### src/rtl/kt_pkg.sv
// Shared definitions for the kitchen timer: FSM state encoding and BCD digit limits.
package kt_pkg;

    typedef enum logic [1:0] {
        IDLE  = 2'd0,
        RUN   = 2'd1,
        PAUSE = 2'd2,
        ALARM = 2'd3
    } kt_state_t;

    localparam logic [3:0] SEC_TENS_MAX = 4'd5;
    localparam logic [3:0] DIGIT_MAX    = 4'd9;

endpackage

### src/rtl/kt_bcd_digit.sv
// One BCD digit with increment/decrement, programmable wrap limit, and carry/borrow out.
module kt_bcd_digit (
    input  logic       clk,
    input  logic       rst,
    input  logic       clr,
    input  logic       inc,
    input  logic       dec,
    input  logic [3:0] max,
    output logic [3:0] digit,
    output logic       carry,
    output logic       borrow
);

    assign carry  = inc & (digit == max);
    assign borrow = dec & (digit == 4'd0);

    always_ff @(posedge clk or posedge rst) begin
        if (rst) begin
            digit <= '0;
        end else if (clr) begin
            digit <= '0;
        end else if (inc) begin
            digit <= carry ? 4'd0 : digit + 4'd1;
        end else if (dec) begin
            digit <= borrow ? max : digit - 4'd1;
        end
    end

endmodule

### src/rtl/kitchen_timer.sv
// Countdown kitchen timer with MM:SS BCD preset, 1 s prescaler and alarm.
// Define KT_BEEP_EN for a gated square-wave beep; otherwise beep mirrors alarm.
module kitchen_timer
    import kt_pkg::*;
#(
    parameter int TICK_DIV  = 50_000_000,
    parameter int ALARM_SEC = 10,
    parameter int BEEP_DIV  = 25_000
) (
    input  logic       clk,
    input  logic       reset,
    input  logic       start_stop,
    input  logic       min_inc,
    input  logic       sec_inc,
    input  logic       clear,
    output logic [7:0] min,
    output logic [7:0] sec,
    output logic       running,
    output logic       alarm,
    output logic       beep
);

    localparam int CW = $clog2(TICK_DIV);
    localparam logic [CW-1:0] TICK_LAST = CW'(TICK_DIV - 1);
    localparam logic [7:0]    ALARM_LAST = 8'(ALARM_SEC - 1);

    if (TICK_DIV < 2 || ALARM_SEC < 1 || ALARM_SEC > 255 || BEEP_DIV < 1) begin : g_param_check
        $error("kitchen_timer: parameter out of range");
    end

    kt_state_t     state, state_n;
    logic [3:0]    btn_q, btn_prev, ev;
    logic          w_clr, w_ss, w_min, w_sec, any_ev;
    logic [CW-1:0] cnt;
    logic [7:0]    acnt;
    logic          tick, setting, time_zero, time_one;
    logic          inc_sec, inc_min, dec_time;
    logic          su_carry, su_borrow, st_borrow, mu_carry, mu_borrow;
    logic          st_carry_unused, mt_carry_unused, mt_borrow_unused;

    // Buttons packed as {clear, start_stop, min_inc, sec_inc}; registered once, then edge-detected.
    always_ff @(posedge clk or posedge reset) begin
        if (reset) begin
            btn_q    <= '0;
            btn_prev <= '0;
        end else begin
            btn_q    <= {clear, start_stop, min_inc, sec_inc};
            btn_prev <= btn_q;
        end
    end

    assign ev     = btn_q & ~btn_prev;
    assign any_ev = |ev;
    assign w_clr  = ev[3];
    assign w_ss   = ev[2] & ~ev[3];
    assign w_min  = ev[1] & ~ev[2] & ~ev[3];
    assign w_sec  = ev[0] & ~ev[1] & ~ev[2] & ~ev[3];

    assign tick      = (state == RUN || state == ALARM) && (cnt == TICK_LAST);
    assign setting   = (state == IDLE) || (state == PAUSE);
    assign time_zero = ({min, sec} == 16'h0000);
    assign time_one  = ({min, sec} == 16'h0001);
    assign inc_sec   = setting & w_sec;
    assign inc_min   = setting & w_min;
    // A clear or start_stop in the same cycle as a tick wins; the tick is dropped.
    assign dec_time  = (state == RUN) & tick & ~w_clr & ~w_ss;

    kt_bcd_digit u_sec_units (
        .clk(clk), .rst(reset), .clr(w_clr), .inc(inc_sec), .dec(dec_time),
        .max(DIGIT_MAX), .digit(sec[3:0]), .carry(su_carry), .borrow(su_borrow)
    );

    kt_bcd_digit u_sec_tens (
        .clk(clk), .rst(reset), .clr(w_clr), .inc(su_carry), .dec(su_borrow),
        .max(SEC_TENS_MAX), .digit(sec[7:4]), .carry(st_carry_unused), .borrow(st_borrow)
    );

    kt_bcd_digit u_min_units (
        .clk(clk), .rst(reset), .clr(w_clr), .inc(inc_min), .dec(st_borrow),
        .max(DIGIT_MAX), .digit(min[3:0]), .carry(mu_carry), .borrow(mu_borrow)
    );

    kt_bcd_digit u_min_tens (
        .clk(clk), .rst(reset), .clr(w_clr), .inc(mu_carry), .dec(mu_borrow),
        .max(DIGIT_MAX), .digit(min[7:4]), .carry(mt_carry_unused), .borrow(mt_borrow_unused)
    );

    always_comb begin
        state_n = state;
        case (state)
            IDLE:    if (w_ss && !time_zero) state_n = RUN;
            RUN: begin
                if (w_clr)                  state_n = IDLE;
                else if (w_ss)              state_n = PAUSE;
                else if (tick && time_one)  state_n = ALARM;
            end
            PAUSE: begin
                if (w_clr)                    state_n = IDLE;
                else if (w_ss && !time_zero)  state_n = RUN;
            end
            ALARM: begin
                if (any_ev)                             state_n = IDLE;
                else if (tick && acnt == ALARM_LAST)    state_n = IDLE;
            end
            default: state_n = IDLE;
        endcase
    end

    always_ff @(posedge clk or posedge reset) begin
        if (reset) begin
            state   <= IDLE;
            running <= 1'b0;
            alarm   <= 1'b0;
            cnt     <= '0;
            acnt    <= '0;
        end else begin
            state   <= state_n;
            running <= (state_n == RUN);
            alarm   <= (state_n == ALARM);

            if (state_n != state && (state_n == RUN || state_n == ALARM))
                cnt <= '0;
            else if (state == RUN || state == ALARM)
                cnt <= tick ? '0 : cnt + 1'b1;

            if (state_n == ALARM && state != ALARM)
                acnt <= '0;
            else if (state == ALARM && tick)
                acnt <= acnt + 8'd1;
        end
    end

`ifdef KT_BEEP_EN
    localparam int BW = (BEEP_DIV > 1) ? $clog2(BEEP_DIV) : 1;
    logic [BW-1:0] bcnt;
    logic          tone;

    always_ff @(posedge clk or posedge reset) begin
        if (reset) begin
            bcnt <= '0;
            tone <= 1'b0;
        end else if (!alarm) begin
            bcnt <= '0;
            tone <= 1'b0;
        end else if (bcnt == BW'(BEEP_DIV - 1)) begin
            bcnt <= '0;
            tone <= ~tone;
        end else begin
            bcnt <= bcnt + 1'b1;
        end
    end

    // The tone is gated by the first half of each alarm second.
    assign beep = alarm & tone & (cnt < CW'(TICK_DIV / 2));
`else
    assign beep = alarm;
`endif

endmodule

### config.mk
export PLATFORM = sky130hd
export DESIGN_NAME = kitchen_timer
export DESIGN_NICKNAME = d
export VERILOG_FILES = /design/src/rtl/kt_pkg.sv /design/src/rtl/kt_bcd_digit.sv /design/src/rtl/kitchen_timer.sv
export SDC_FILE = /design/constraint.sdc
export NUM_CORES = 1
export LEC_CHECK = 0
export CAP_MARGIN = 20
export CORE_ASPECT_RATIO = 0.5
export CORE_MARGIN = 2
export CORE_UTILIZATION = 47
export DETAILED_ROUTE_END_ITERATION = 12
export PLACE_DENSITY = 0.68
export SLEW_MARGIN = 25
export SYNTH_ARGS = -nofsm -noshare
export SYNTH_HDL_FRONTEND = slang
export SYNTH_SLANG_ARGS = --single-unit
### constraint.sdc
create_clock -name clk -period 2.14 [get_ports clk]
set_input_delay 0.321 -clock clk [delete_from_list [all_inputs] [get_ports clk]]
set_output_delay 0.321 -clock clk [all_outputs]
set_load 0.01 [all_outputs]
**Word level (Yosys, flattened, before mapping)**

Index checks and enable logic that the tools add are counted.

- Register bits after elaboration: 62
- Bits of input ports: 6

- $add $sub $neg: 10
- Equal/unequal tests: 14
- Mux-type cells: 33
- Bitwise operators: 25
- Reduce and logical (&&, ||, !) cells: 24

Operators with widths:

| kind | number |
|---|---|
| $mux W4 | 20 |
| $mux W26 | 3 |
| $add A26 B1 Y26 const B | 1 |
| $eq A26 B26 Y1 const B | 1 |
| $and A1 B1 Y1 | 19 |
| $add A4 B1 Y4 const B | 4 |
| $eq A16 B1 Y1 const B | 1 |
| $logic_not A16 Y1 | 1 |
| $logic_not A4 Y1 | 4 |
| $mux W8 | 2 |
| $sub A4 B1 Y4 const B | 4 |
| $mux W2 | 7 |
| $eq A4 B4 Y1 const B | 3 |
| $reduce_bool A3 Y1 | 4 |
| $add A8 B1 Y8 const B | 1 |
| $eq A8 B4 Y1 const B | 1 |
| $pmux W2 S4 | 1 |
| $logic_and A1 B1 Y1 | 7 |
| $eq A2 B2 Y1 const B | 3 |
| $and A4 B4 Y4 | 1 |
| $eq A2 B1 Y1 const B | 2 |
| $eq A4 B3 Y1 const B | 1 |
| $not A1 Y1 | 4 |
| $not A4 Y4 | 1 |
| 7 further kinds | 10 |

**Logic depth before layout (Yosys ltp)**

Gate-level depths: netlist of run 1.

- Word-level depth: 14
- Gate-level depth with buffers: 8
- Gate-level depth less buffers: 8

**Modules after synthesis**

From an unflattened synthesis of run 1, not the netlist that was laid out.

- Cell total of the unflattened synthesis: 446
- Area, all modules: 4132.7 µm²

By module, submodules not included:

| module | instances | cells an instance | area an instance (µm²) |
|---|---|---|---|
| kitchen_timer | 1 | 266 | 2516.2 |
| kt_bcd_digit | 4 | 45 | 404.1 |

**Least setup slack after synthesis of run 1**

No wires, ideal clock.

- Path kind: register to register
- Start: reg u_min_units.digit[0]
- End: reg cnt[15]
- Library setup time: 0.118 ns
- Arrival time: 2.152 ns
- Required time: 2.022 ns
- Slack: -0.131 ns
- Stages on the path, launching flop included: 9
- Path buffers: 0
- Cells stage by stage: dfrtp_1 inv_1 ha_1 or3b_2 nand4b_1 a31oi_1 nand4b_1 xor2_1 nor2_1

- Word-level cells in the longest chain between the ends: 10

Ends and longest elaborated chain:

| element | line | RTL |
|---|---|---|
| start: declaration | kt_bcd_digit.sv:9 | `output logic [3:0] digit,` |
| start signal: assignment | kt_bcd_digit.sv:23 | `digit <= carry ? 4'd0 : digit + 4'd1;` |
| start signal: assignment | kt_bcd_digit.sv:25 | `digit <= borrow ? max : digit - 4'd1;` |
| $eq A16 B1 Y1 or $logic_not A16 Y1 (tied branches) | kitchen_timer.sv:62, kitchen_timer.sv:61 |  |
| $logic_and A1 B1 Y1 or $logic_not A1 Y1 (tied branches) | kitchen_timer.sv:95, kitchen_timer.sv:91, kitchen_timer.sv:99 |  |
| $mux W2 or $logic_and A1 B1 Y1 (tied branches) | kitchen_timer.sv:95, kitchen_timer.sv:91, kitchen_timer.sv:99 |  |
| $mux W2 (on tied branches) | kitchen_timer.sv:94, kitchen_timer.sv:91, kitchen_timer.sv:99 |  |
| $mux W2 (on tied branches) | kitchen_timer.sv:93, kitchen_timer.sv:98 |  |
| $pmux W2 S4 * | kitchen_timer.sv:90 | `case (state)` |
| $eq A2 B1 Y1 or $eq A2 B2 Y1 (tied branches) | kitchen_timer.sv:121 | `if (state_n != state && (state_n == RUN \|\| state_n == ALARM))` |
| $logic_or A1 B1 Y1 | kitchen_timer.sv:121 |  |
| $logic_and A1 B1 Y1 * | kitchen_timer.sv:121 |  |
| $mux W26 or $reduce_bool A2 Y1 (tied branches) | - |  |
| end signal: assignment | kitchen_timer.sv:124 | `cnt <= tick ? '0 : cnt + 1'b1;` |
| end: declaration | kitchen_timer.sv:34 | `logic [CW-1:0] cnt;` |

Mark *: on every way between the ends. The rest lies on a longest branch, timed or not.
A chain may end at the register's enable or synchronous reset.

**Final worst setup path of run 1**

- Start: reg cnt[9]
- End: reg u_min_units.digit[2]

- Word-level cells in the longest chain between the ends: 12

Ends and longest elaborated chain:

| element | line | RTL |
|---|---|---|
| $eq A26 B26 Y1 * | kitchen_timer.sv:59 | `assign tick = (state == RUN \|\| state == ALARM) && (cnt == TICK_LAST);` |
| $logic_and A1 B1 Y1 * | kitchen_timer.sv:59 |  |
| $and A1 B1 Y1 * (3 in a row) | kitchen_timer.sv:66 | `assign dec_time = (state == RUN) & tick & ~w_clr & ~w_ss;` |
| $and A1 B1 Y1 * (2 in a row) | kt_bcd_digit.sv:15 | `assign borrow = dec & (digit == 4'd0);` |
| $and A1 B1 Y1 | kt_bcd_digit.sv:15 |  |
| $mux W4 | kt_bcd_digit.sv:25 |  |
| $mux W4 | kt_bcd_digit.sv:24 | `end else if (dec) begin` |
| $mux W4 | kt_bcd_digit.sv:22 | `end else if (inc) begin` |
| $mux W4 | kt_bcd_digit.sv:20 | `end else if (clr) begin` |

Mark *: on every way between the ends. The rest lies on a longest branch, timed or not. The select of a mux whose other input is x is not followed.

==> results of run 1 <==
## worst paths after layout
path,end,slack [ps],cells after the start
setup / recovery,u_min_units.digit[2],-7,6
hold / removal,btn_q[3],380,3
setup reg to reg,u_min_units.digit[2],-7,6
hold reg to reg,btn_prev[3],390,0
max in group asynchronous,cnt[9],1480,3
min in group clk,btn_prev[3],390,0
## Yosys cell counts, drive strengths merged, types with 2 or more instances
library cell	count	area, um2
o22a	2	17.5
xnor2	11	96.3
ha	19	238
nand4	20	155
or3	6	37.5
nor4b	2	38.8
nand4b	3	26.3
nor3b	8	60.1
buf	7	45.0
o211ai	3	22.5
nor4	4	55.1
o31ai	5	42.5
nand2b	7	43.8
a21o	3	22.5
nor2b	7	43.8
dfrtp	62	1550
a211oi	7	57.6
or4	2	15.0
xor2	9	78.8
nand2	30	113
o21ai	37	185
nand3	21	105
a31oi	5	31.3
clkbuf	7	26.3
nor2	45	169
mux2i	5	50.1
a311oi	2	17.5
and4	6	52.6
nor3	7	35.0
and3	6	37.5
a21oi	21	120
inv	19	71.3
and2	3	18.8
a221oi	2	17.5
## power groups by stage
stage	clock (W)	sequential, W	combinational (W)
after floorplan	0	0.00151	0.000776
after global placement	0	0.00140	0.00161
after detailed placement	0	0.00141	0.00164
after CTS	0.00160	0.00139	0.00167
after global routing	0.00166	0.00142	0.00194
final	0.00158	0.00140	0.00177
## cell usage in the layout (no fill, tap or decap), types with 3 or more instances in the layout
master / n
clkdlybuf4s50_1: 24
a31oi_1: 4
buf_4: 73
a211oi_1: 4
and2_1: 3
a21oi_1: 19
xor2_1: 9
or3_1: 6
a21o_1: 3
a211oi_2: 3
o21ai_1: 11
nand4_1: 18
and4_1: 6
o211ai_1: 3
clkbuf_16: 9
dfrtp_1: 61
and3_1: 6
nand3_1: 20
inv_1: 17
nand2_1: 28
nor4_4: 3
buf_6: 4
o21ai_0: 26
ha_1: 19
nand4b_1: 3
nor3_1: 7
nand2b_1: 7
nor3b_1: 5
xnor2_1: 11
nor2_1: 44
nor2b_1: 5
mux2i_1: 5
## worst max-delay path: cells and delay by family (launching register included)
family          cells  cell delay, ps
compound gates      2             220
simple gates        4            1420
flops               1             430
## state kept, by name, indices dropped and copies added, names as in the netlist
register / count
cnt: 26
state: 2
u_min_tens.digit: 4
running: 1
alarm: 1
acnt: 8
u_min_units.digit: 4
u_sec_tens.digit: 4
btn_prev: 4
u_sec_units.digit: 4
btn_q: 4
## per-layer routing
metal,vias up,global-route usage (%),wire [um]
met5,-,0,0
met4,0,8.15,159
met3,15,5.78,385
met2,77,38.2,4730
met1,1722,29.1,4590
li1,1726,-,-
## cell families (layout without fill, tap and decap cells)
group                      count (synthesis)  in the layout
and+or+nand+nor                          182            182
AOI/OAI and AO/OA                         97             97
DFF                                       62             62
buffers and inverters                     33            139
xor gates and xnor gates                  20             20
adders and majority gates                 19             19
muxes                                      6              6
## cell type report
| type | instances | area [um2] |
|---|---|---|
| Inverter | 19 | 71.3 |
| Sequential cell | 62 | 1550 |
| Multi-Input combinational cell | 324 | 2280 |
| Fill cell | 629 | 2730 |
| Tap cell | 112 | 140 |
| Clock buffer | 10 | 239 |
| Clock inverter | 6 | 85.1 |
| Timing Repair Buffer | 104 | 878 |
## per-stage QoR
step	area, um2	setup slack, ps	std cells	TNS (ps)	util, %
after floorplan	3860	2.62	419	0	-
after global routing	5250	-121	637	-662	65.8
after CTS	5080	13.5	629	0	63.7
final	5250	-6.70	637	-6.70	65.8
after detailed placement	4720	-40.2	611	-81.1	59.3
after global placement	4720	8.91	611	0	59.3
## repair_timing
item / CTS / global route
setup endpoints to repair: 17 / 41
cloned: 0 / 1
pin swaps: 5 / 15
buffers inserted: 2 / 7
gates resized for setup: 3 / 33
==> metrics.txt, run 1 <==
clock buffer depth=2; GP Congestion=about 0.85; number of synthesized flops with an enable pin=0; Critical Path Source=cnt[9]; PD cells=905 nW/um2; Worst Hold Class=input pin to async pin; min Tclk post-route=2150 ps; WL/cell=about 15 um; failing checks=negative setup slack; status=finished, violations left; main combinational cell family by area after synthesis=simple AND/OR/NAND/NOR gates; Worst slew margin=roughly 67%; worst skew pair latency=roughly 330 ps; CTS Buf Count=9; Core Region=~8000 um2; final setup margin=-6.70 ps; max cap viols=0; number of I/O port buffers=24; Post-synth ARST share=between 90% and 100%; Leak=roughly 2.3 nW; fin. max-slew vios=0; Psw=around 0.0015 W; CP Capture Type=flop; adder and majority gate portion of the synthesized area=6.19%; Final Power=~0.0047 W; Setup violations, final=1; hold_buf cts=0; skew final=4.43 ps; layout net count=approximately 550; vias in the first global route=3267; CP startpoint kind=flop; die height=~68 um; Fmax achieved=around 470 MHz; drt pass-1 iters=5; RSZ-0062 raised after global routing=yes; multiplexer area fraction after synthesis=roughly 1.6%; number of diodes=0; initial antenna violation count=0; chip width=around 130 um; final WL=around 9900 um; CTS Root Cell=clkbuf_16; Mapped Area=3840 um2; Worst path slowest cell=or4b_1; # DRC=0; drt initial violations=between 200 and 250; die area=between 8000 and 9000 um2; crit share post-route=100%; synth unique cells=around 60; Synth Net Count=roughly 440; Simple-Gate Fraction of Synth Area=a little over a quarter; Worst Tran Pin Value=around 500 ps; first-pass GRT wire length=roughly 16000 um; Ys Warns=0; area delta synth->final=36.6%; Rows=23; Max VDD drop=0.000411 V; Routed Antenna Nets=0; FF+latch count, synth=62; mean post-synth cell area=approximately 9.2 um2; CP max stage delay=approximately 500 ps; Synth Area in Compound Gates=about 16%; switching fraction of total power=a little under a third; Detail Placement HPWL=6690 um; Worst-path clk slew=around 60 ps; CP required=2400 ps; Critical Path, Cell by Cell=nor4b_4 > nand4_4 > nor4_4 > a211oi_2 > or4b_1 > o21ai_1; reg2reg start=cnt[9]; xor/xnor cell area share of the yosys netlist=under 10%; io pins=25; register share of total power=roughly 29%; Vias=between 3k and 4k; register area share after synthesis=between 40% and 50%; Initial Util=between 40% and 50%; vias per inst=about 5.6; total grt overflow=0; clock sink count=slightly above 60; Final Hold Fails=0; largest net degree at the start of global routing=63; share of layout cells above drive strength 1=approximately 25%; internal cell power=approximately 0.0032 W; H-tree Lvls=3; Setup CP Type=flop to flop; Comb pwr share=37.3%; Tot GR Track Use=a little under a quarter; Top FF cell, synth=dfrtp_1; part of the power in the clock network=approximately 33%; CTS tree=built; hold_ws=roughly 380 ps; Synth Instances=roughly 420; CP max FO=4; WP data arrival=approximately 2400 ps
(Power assumes the default switching activity.)
==> run 2: changes to the inputs <==
Settings changed: CTS_BUF_LIST set to sky130_fd_sc_hd__clkbuf_16.
Clock period 2.14 ns to 1.85 ns, I/O delays scaled along.
==> run 2 against run 1 <==
The flow still finishes with violations (negative setup slack). Clock power grew 13%. Worst setup slack lost 260 ps. Non-clock buffer count grew 44. Sequential power grew 16%. Critical endpoint is now cnt[19].
==> metrics.txt, run 2 (synthesis results as in run 1) <==
Final Hold Fails=0; Worst slew margin=73.2%; reg2reg start=u_min_units.digit[1]; most common cell after layout, fill and taps aside=buf_4; skew final=between 7 and 8 ps; reg2reg end=cnt[19]; Reg with most FFs=cnt; top flop regs=cnt (26), acnt (8); fin util=71.6%; die height=67.9 um; clock sink count=between 60 and 70; worst skew pair latency=roughly 340 ps; number of I/O port buffers=24; max FFs per register=26; WL/cell=15.5 um; Setup violations, final=53; CP max FO=4; GP Congestion=~0.84; share of layout cells above drive strength 1=~36%; area of the multi-input gates=between 2000 and 2500 um2; die area=8950 um2; H-tree Lvls=3; largest net degree at the start of global routing=35; layout net count=roughly 600; area delta synth->final=48.7%; Final Power=about 0.0058 W; drt pass-1 iters=5; PD cells=between 1000 and 1500 nW/um2; io pins=25; CP Capture Type=flop; Core Region=roughly 8000 um2; final setup margin=-264 ps; Tot GR Track Use=about 25%; Worst-path clk slew=approximately 60 ps; CP required=~2100 ps; status=finished, violations left; CTS tree=built; Post-Place Worst Slack=-301 ps; Worst Hold Class=input pin to async pin; crit share post-route=114%; Max VDD drop=approximately 0.00048 V; Routed Antenna Nets=0; drt initial violations=roughly 280; Leak=approximately 2.6 nW; number of diodes=0; failing checks=negative setup slack; final WL=10500 um; max cap viols=0; WP data arrival=2340 ps; Setup CP Type=flop to flop; CTS Root Cell=clkbuf_16; CTS Buf Count=9; Detail Placement HPWL=approximately 7500 um; Fill cells=between 500 and 600; Initial Util=a little under 50%; fin. max-slew vios=0; Vias=3744; chip width=between 100 and 150 um; min Tclk post-route=about 2100 ps; R2R setup slack=-260 ps; # DRC=0; RSZ-0062 raised after global routing=yes; Worst Tran Pin Value=about 400 ps; clock buffer depth=2; vias in the first global route=roughly 3.6k; FF-to-FF path depth=9; most frequent cells in the layout=116 x buf_4, 56 x dfrtp_1, 41 x nor2_1; Fmax achieved=between 400 and 500 MHz; first-pass GRT wire length=17100 um; total grt overflow=0; FF+latch area=about 1600 um2; vias per inst=around 5.5; Rows=23; CP startpoint kind=flop; initial antenna violation count=0
run 2: layer usage:
layer,share of wire (%),vias up,track usage [%],wire (um)
li1,-,1817,-,-
met3,4.8,14,5.19,507
met5,0,-,0,0
met2,49,93,43.0,5140
met1,45,1820,31.6,4770
met4,1.2,0,8.29,127
run 2: per-stage QoR:
stage	TNS, ps	cells	hold slack, ps	cell area [um2]
finish	-6910	681	213	5710
global route	-11880	681	248	5710
detailed placement	-9060	660	386	5220
floorplan	-3230	419	309	3990
global placement	-6930	660	388	5220
CTS	-7060	680	218	5660
run 2: area by class of cell:
cell class                      instances  share of cell area, %
Multi-Input combinational cell        324                   42.0
Sequential cell                        62                   27.3
Timing Repair Buffer                  148                   21.5
Clock buffer                            9                   3.94
Tap cell                              112                   2.45
Clock inverter                          7                   1.56
Inverter                               19                   1.25
run 2: critical path, stage by stage (launching register included):
cell and delay (ps):
dfrtp_2 410, inv_2 80, ha_4 120, or3b_4 400, nand4b_1 290, a31oi_4 270
buf_6 140, nor3b_2 40, xnor2_1 180, nor2_2 70
run 2: how the worst max path moves through the flow:
stage | startpoint | to | slack [ps] | cells after the start
CTS | cnt[9] | u_min_units.digit[2] | -220 | 8
global route | cnt[9] | u_sec_tens.digit[3] | -310 | 9
finish | u_min_units.digit[1] | cnt[19] | -260 | 9
floorplan | u_sec_tens.digit[1] | u_min_units.digit[2] | -160 | 8
global placement | cnt[10] | u_min_units.digit[2] | -230 | 7
detailed placement | u_sec_units.digit[1] | u_sec_units.digit[2] | -300 | 8
run 2: where the power goes:
group | total, W | switching [W] | internal [W]
logic | 0.00234 | 0.00111 | 0.00123
registers | 0.00163 | 0.000109 | 0.00152
clock network | 0.00179 | 0.000625 | 0.00117
run 2: repair_timing:
item / 4_1_cts / 5_1_grt
resized for setup: 34 / 9
setup endpoints to repair: 54 / 54
cloned: 0 / 0
setup buffers: 5 / 2
pin swaps: 30 / 8
hold buffers: 0 / 0
